**src/rtl/seg_pkg.sv**
```systemverilog
// Shared constants and types for the seven-segment scanner: state encoding,
// the blank pattern and the active-low hex glyph table.
package seg_pkg;

  localparam logic [6:0] SEG_OFF = 7'h7F;

  // {g,f,e,d,c,b,a}, active-low, indexed by hex value
  localparam logic [6:0] SEG_TABLE [16] = '{
    7'h40, 7'h79, 7'h24, 7'h30, 7'h19, 7'h12, 7'h02, 7'h78,
    7'h00, 7'h10, 7'h08, 7'h03, 7'h46, 7'h21, 7'h06, 7'h0E
  };

  typedef enum logic {
    SHOW  = 1'b0,
    BLANK = 1'b1
  } state_e;

endpackage

```
**src/rtl/seg_scan_if.sv**
```systemverilog
// Datapath-side inputs and pin-side outputs of the display scanner.
interface seg_scan_if #(
  parameter int unsigned NUM_DIG = 4
);
  localparam int unsigned IDX_W = $clog2(NUM_DIG);

  logic                   digsel;
  logic                   qsec;
  logic [4*NUM_DIG-1:0]   value;
  logic [NUM_DIG-1:0]     dp_in;
  logic                   blank_lz;
  logic [NUM_DIG-1:0]     blink_mask;
  logic [NUM_DIG-1:0]     an;
  logic [6:0]             seg;
  logic                   dp;
  logic [IDX_W-1:0]       dig_idx;

  modport master (
    output digsel, qsec, value, dp_in, blank_lz, blink_mask,
    input  an, seg, dp, dig_idx
  );

  modport slave (
    input  digsel, qsec, value, dp_in, blank_lz, blink_mask,
    output an, seg, dp, dig_idx
  );
endinterface

```
**src/rtl/seg7_decode.sv**
```systemverilog
// Combinational hex digit to active-low seven-segment pattern.
module seg7_decode
  import seg_pkg::*;
(
  input  logic [3:0] hex_i,
  output logic [6:0] seg_c_o
);

  assign seg_c_o = SEG_TABLE[hex_i];

endmodule

```
**src/rtl/seg_scan.sv**
```systemverilog
// Multiplexed common-anode display scanner with frame capture, one-cycle
// anti-ghost blanking, leading-zero suppression and per-digit blink.
module seg_scan
  import seg_pkg::*;
#(
  parameter int unsigned NUM_DIG     = 4,
  parameter int unsigned BLINK_QSECS = 2
) (
  input  logic       clk,
  input  logic       greset_n,
  seg_scan_if.slave  bus
);

  localparam int unsigned IDX_W = $clog2(NUM_DIG);
  localparam int unsigned QW    = $clog2(BLINK_QSECS + 1);

  state_e                      state_q, state_d;
  logic [IDX_W-1:0]            dig_idx_q, dig_idx_d;
  logic [NUM_DIG-1:0][3:0]     cap_val_q, cap_val_d;
  logic [NUM_DIG-1:0]          cap_dp_q, cap_dp_d;
  logic [QW-1:0]               qcnt_q, qcnt_d;
  logic                        blink_q, blink_d;
  logic [NUM_DIG-1:0]          an_q, an_d;
  logic [6:0]                  seg_q, seg_d;
  logic                        dp_q, dp_d;
  logic [NUM_DIG-1:0]          lz_dark;
  logic                        all_zero;
  logic                        wrap;
  logic [6:0]                  seg_dec_c;

  // Scan sequencing, frame capture on wrap to digit 0, blink timebase
  always_comb begin
    state_d   = state_q;
    dig_idx_d = dig_idx_q;
    cap_val_d = cap_val_q;
    cap_dp_d  = cap_dp_q;
    qcnt_d    = qcnt_q;
    blink_d   = blink_q;
    wrap      = (dig_idx_q == IDX_W'(NUM_DIG - 1));

    if (bus.digsel) begin
      state_d   = BLANK;
      dig_idx_d = wrap ? '0 : dig_idx_q + IDX_W'(1);
      if (wrap) begin
        cap_val_d = bus.value;
        cap_dp_d  = bus.dp_in;
      end
    end else if (state_q == BLANK) begin
      state_d = SHOW;
    end

    if (bus.qsec) begin
      if (qcnt_q == QW'(BLINK_QSECS - 1)) begin
        qcnt_d  = '0;
        blink_d = ~blink_q;
      end else begin
        qcnt_d = qcnt_q + QW'(1);
      end
    end
  end

  // A digit is dark when it and every more-significant captured digit is zero
  always_comb begin
    lz_dark  = '0;
    all_zero = 1'b1;
    for (int i = int'(NUM_DIG) - 1; i > 0; i--) begin
      all_zero   = all_zero && (cap_val_d[i] == 4'h0);
      lz_dark[i] = bus.blank_lz && all_zero;
    end
  end

  seg7_decode u_dec (
    .hex_i   (cap_val_d[dig_idx_d]),
    .seg_c_o (seg_dec_c)
  );

  // Output registers are loaded from the next state so BLANK lands one edge after digsel
  always_comb begin
    an_d  = '1;
    seg_d = SEG_OFF;
    dp_d  = 1'b1;
    if (state_d == SHOW) begin
      seg_d = seg_dec_c;
      dp_d  = ~cap_dp_d[dig_idx_d];
      if (!lz_dark[dig_idx_d] && !(blink_q && bus.blink_mask[dig_idx_d])) begin
        an_d[dig_idx_d] = 1'b0;
      end
    end
  end

  always_ff @(posedge clk or negedge greset_n) begin
    if (!greset_n) begin
      state_q   <= BLANK;
      dig_idx_q <= IDX_W'(NUM_DIG - 1);
      cap_val_q <= '0;
      cap_dp_q  <= '0;
      qcnt_q    <= '0;
      blink_q   <= 1'b0;
      an_q      <= '1;
      seg_q     <= SEG_OFF;
      dp_q      <= 1'b1;
    end else begin
      state_q   <= state_d;
      dig_idx_q <= dig_idx_d;
      cap_val_q <= cap_val_d;
      cap_dp_q  <= cap_dp_d;
      qcnt_q    <= qcnt_d;
      blink_q   <= blink_d;
      an_q      <= an_d;
      seg_q     <= seg_d;
      dp_q      <= dp_d;
    end
  end

  assign bus.an      = an_q;
  assign bus.seg     = seg_q;
  assign bus.dp      = dp_q;
  assign bus.dig_idx = dig_idx_q;

endmodule

```
**src/flat_wrapper.sv**
```systemverilog
// flat-port wrapper written by rule: the top's interface ports become plain ports
module seg_scan_flat import seg_pkg::*;
#(
  parameter int unsigned NUM_DIG     = 4,
  parameter int unsigned BLINK_QSECS = 2
)
  (clk, greset_n, bus_digsel, bus_qsec, bus_value, bus_dp_in, bus_blank_lz, bus_blink_mask, bus_an, bus_seg, bus_dp, bus_dig_idx);
  seg_scan_if #(.NUM_DIG(NUM_DIG)) bus_i ();
  input  logic clk;
  input  logic greset_n;
  input wire logic [$bits(bus_i.digsel)-1:0] bus_digsel;
  input wire logic [$bits(bus_i.qsec)-1:0] bus_qsec;
  input wire logic [$bits(bus_i.value)-1:0] bus_value;
  input wire logic [$bits(bus_i.dp_in)-1:0] bus_dp_in;
  input wire logic [$bits(bus_i.blank_lz)-1:0] bus_blank_lz;
  input wire logic [$bits(bus_i.blink_mask)-1:0] bus_blink_mask;
  output wire logic [$bits(bus_i.an)-1:0] bus_an;
  output wire logic [$bits(bus_i.seg)-1:0] bus_seg;
  output wire logic [$bits(bus_i.dp)-1:0] bus_dp;
  output wire logic [$bits(bus_i.dig_idx)-1:0] bus_dig_idx;
  assign bus_i.digsel = bus_digsel;
  assign bus_i.qsec = bus_qsec;
  assign bus_i.value = bus_value;
  assign bus_i.dp_in = bus_dp_in;
  assign bus_i.blank_lz = bus_blank_lz;
  assign bus_i.blink_mask = bus_blink_mask;
  assign bus_an = bus_i.an;
  assign bus_seg = bus_i.seg;
  assign bus_dp = bus_i.dp;
  assign bus_dig_idx = bus_i.dig_idx;
  seg_scan #(.NUM_DIG(NUM_DIG), .BLINK_QSECS(BLINK_QSECS)) u_core (.clk(clk), .greset_n(greset_n), .bus(bus_i));
endmodule
```
**config.mk**
```make
export PLATFORM = sky130hd
export DESIGN_NAME = seg_scan_flat
export DESIGN_NICKNAME = d
export VERILOG_FILES = /design/src/rtl/seg_pkg.sv /design/src/rtl/seg_scan_if.sv /design/src/rtl/seg7_decode.sv /design/src/rtl/seg_scan.sv /design/src/flat_wrapper.sv
export SDC_FILE = /design/constraint.sdc
export NUM_CORES = 1
export LEC_CHECK = 0
export CAP_MARGIN = 20
export CORE_UTILIZATION = 24
export DETAILED_ROUTE_END_ITERATION = 8
export GPL_TIMING_DRIVEN = 0
export PLACE_DENSITY = 0.46
export SLEW_MARGIN = 20
export SYNTH_ARGS = -nofsm -noshare
export SYNTH_HDL_FRONTEND = slang
export SYNTH_SLANG_ARGS = --single-unit
```
**constraint.sdc**
```tcl
create_clock -name clk -period 7.1 [get_ports clk]
set_input_delay 0.71 -clock clk [delete_from_list [all_inputs] [get_ports clk]]
set_output_delay 0.71 -clock clk [all_outputs]
set_load 0.005 [all_outputs]
```
==> qor.yml <==
critical_path:
  timing.critical_path.buf_inv: 4
  max_stage_delay_ns: 0.62
  slowest_stage: "dfstp_2"
  cp_top_family: "multiplexers"
  r2r_setup_slack_ns: 4.16
  cp_max_fo: 10
  worstSetupEndpointType: "register"
  path_cells: "ha_1 -> buf_4 -> nand2_4 -> buf_6 -> mux2i_1 -> mux4_1 -> inv_1 -> ha_1 -> inv_1 -> nor3_1 -> a2111oi_0 -> a31oi_1"
  worst_setup_path_start_kind: "register"
  worst-setup-path-type: "reg2reg"
  worst_ep_arrival_time_ns: 3.16
  critical_path_required_ns: 7.31
grt:
  track_usage_pct: 11.6
  first_global_vias: 1537
  grt-ovfl-total: 0
  grt_max_degree: 22
  antenna_found_initial: 0
  grt_pass1_wl_um: 7800
logic_synthesis:
  async_flop_share_pct: 100
  ys_seq_area_share_pct: 46.6
  syn-cell-area_um2: 2020
  post_synth_num_cell_types: 53
  syn_avg_cell_area_um2: 11.6
  syn_nets: 209
  synth_edf_count: 0
  yosysWarnings: 0
  ys_ff_latch: 37
  synth_ff_type: "dfrtp_1"
  syn-instance-count: 174
detailed_routing:
  final_antenna_net_count: 0
  wl_um: 4780
  vias_per_cell: 4.67
  drt_drc_violations_left: 0
  drtIter0Drc: 44
  first_pass_iters: 4
  vias: 1538
  wl_per_cell_um: 14.5
sta:
  relSlewSlack_pct: 62.2
  fmax_ghz: 0.340
  setup_viol: 0
  min_period_over_period_pct: 41.5
  worst_slew_pin_slew_ns: 0.553
  setup_tns_ns: 0
  skew_ns: 0.00886
  fin_ws_ns: 4.16
  rsz0062_at_grt: "false"
  drv_slew: 0
  hold_viol: 0
  period_needed_ns: 2.94
clock_network:
  root_buffer: "clkbuf_8"
  post_cts_buffers: 0
  cts_max_level: 2
  cts_buffers: 5
  clkTransAtPathRegs_ns: 0.08
  clkSinkCount: 37
  clock_latency_ns: 0.29
  cts_tree: "yes"
  post_cts_resized: 0
  cts_hold_buffers: 0
  ctsLongestPathBuffers: 2
pwr:
  leakagePower_nw: 1.17
  p_total_mw: 1.12
  netSwitchingFraction_pct: 35.7
  intPower_uw: 721
  seqPwrFrac_pct: 32.7
  comb_power_share_pct: 50.0
  cellPowerDensity_nw_per_um2: 415
  power.switching_uw: 401
  worst_ir_drop_vdd_uv: 127
  clkPwrFrac_pct: 17.2
finish:
  nets: 258
  postLayoutCoreUtil_pct: 33.1
  syn_to_final_growth_pct: 33.6
  multi_input_area_um2: 968
  seqCellArea_um2: 943
  n_antenna_cell: 0
  fillers: 861
  final_layout_size_suffix_gt1_share_pct: 24.1
flow_run:
  cap_violations: 0
placed_design:
  dpl.hpwl_um: 3680
  place_ws_ns: 4.17
  numPortBuffers: 41
  gp_congestion: 0.784
floorplan:
  die-area_um2: 8800
  io_pins: 43
  die_w_um: 93.8
  rows: 33
  die_y_um: 93.8
  initial_core_util_pct: 24.7
  core_area_um2: 8180
outcome:
  status: "complete, no violations"
min_path:
  hp-class: "in2async"
state kept, by name, summed over array words and instances, names as in the netlist:
name                flops
u_core.cap_val_q       16
u_core.bus.seg          7
u_core.bus.an           4
u_core.cap_dp_q         4
u_core.bus.dig_idx      2
u_core.qcnt_q           2
u_core.blink_q          1
u_core.bus.dp           1
layer usage:
layer	up-vias	wire length, µm	GRT usage (%)
met5	-	0	0
met4	0	62	4.23
met3	9	153	2.51
met2	35	2290	19.2
met1	757	2270	14.9
li1	737	-	-
layout by cell type (no fill, tap or decap), types with 5 or more instances in the layout:
cell type        count
clkdlybuf4s50_1     40
dfrtp_1             23
dfstp_2             14
mux2_2              12
inv_1               11
nor2_1               9
mux2i_1              7
ha_1                 6
clkbuf_8             6
and3_1               5
metrics by stage:
stage | cells | cell area (µm²) | hold slack, ns
floorplan | 174 | 2020 | 0.414
global placement | 320 | 2560 | 0.455
detailed placement | 321 | 2590 | 0.457
CTS | 329 | 2700 | 0.393
global route | 329 | 2700 | 0.414
finish | 329 | 2700 | 0.385
synth_stat cells, drive strengths merged (3+ instances only):
cell | n | share of area (%)
or2 | 3 | 0.93
dfrtp | 23 | 28
mux2i | 7 | 3.5
o21ai | 4 | 0.99
nand2b | 4 | 1.2
a31oi | 3 | 0.93
nor3 | 3 | 0.74
mux2 | 13 | 7.4
a211oi | 4 | 1.5
a21oi | 4 | 0.99
ha | 6 | 3.7
nand2 | 5 | 1.4
buf | 7 | 2.9
dfstp | 14 | 18
clkbuf | 3 | 0.56
nand3 | 3 | 0.74
inv | 11 | 2.0
and2 | 3 | 1.1
nand3b | 4 | 1.5
nor2 | 10 | 2.2
and3 | 5 | 1.5
a221o | 3 | 1.5
mux4 | 4 | 4.6
area by class of cell:
type / count / share of cell area [%]
multi-input cells: 116 / 35.8
well taps: 105 / 4.86
flip-flops and latches: 37 / 34.9
inverters: 11 / 1.53
clock inverters: 1 / 1.11
repair buffers: 42 / 16.0
plain buffers: 10 / 2.59
clock buffers: 7 / 3.19
logic make-up after synthesis:
kind of cell | synth area share (%)
and+or+nand+nor | 13.9
AOI/OAI and AO/OA | 13.9
DFF | 46.6
muxes | 15.5
buffers and inverters | 5.50
adders and majority gates | 3.71
xor gates and xnor gates | 0.866
worst paths after layout:
| check | start | end | depth (start not counted) |
|---|---|---|---|
| setup / recovery | u_core.bus.dig_idx[0] | u_core.bus.seg[3] | 12 |
| hold / removal | greset_n | u_core.qcnt_q[1] | 1 |
| setup reg to reg | u_core.bus.dig_idx[0] | u_core.bus.seg[3] | 12 |
| hold reg to reg | u_core.qcnt_q[0] | u_core.qcnt_q[0] | 1 |
| max in group asynchronous | greset_n | u_core.bus.seg[3] | 2 |
| min in group clk | u_core.qcnt_q[0] | u_core.qcnt_q[0] | 1 |
power by group through the flow:
stage	clock network [mW]	registers, mW	logic (mW)
2_1_floorplan	0	0.365	0.385
3_3_place_gp	0	0.371	0.561
3_5_place_dp	0	0.373	0.564
4_1_cts	0.201	0.369	0.565
5_1_grt	0.207	0.378	0.622
6_report	0.193	0.367	0.561
Note: power is estimated with default switching activity, not from simulation.
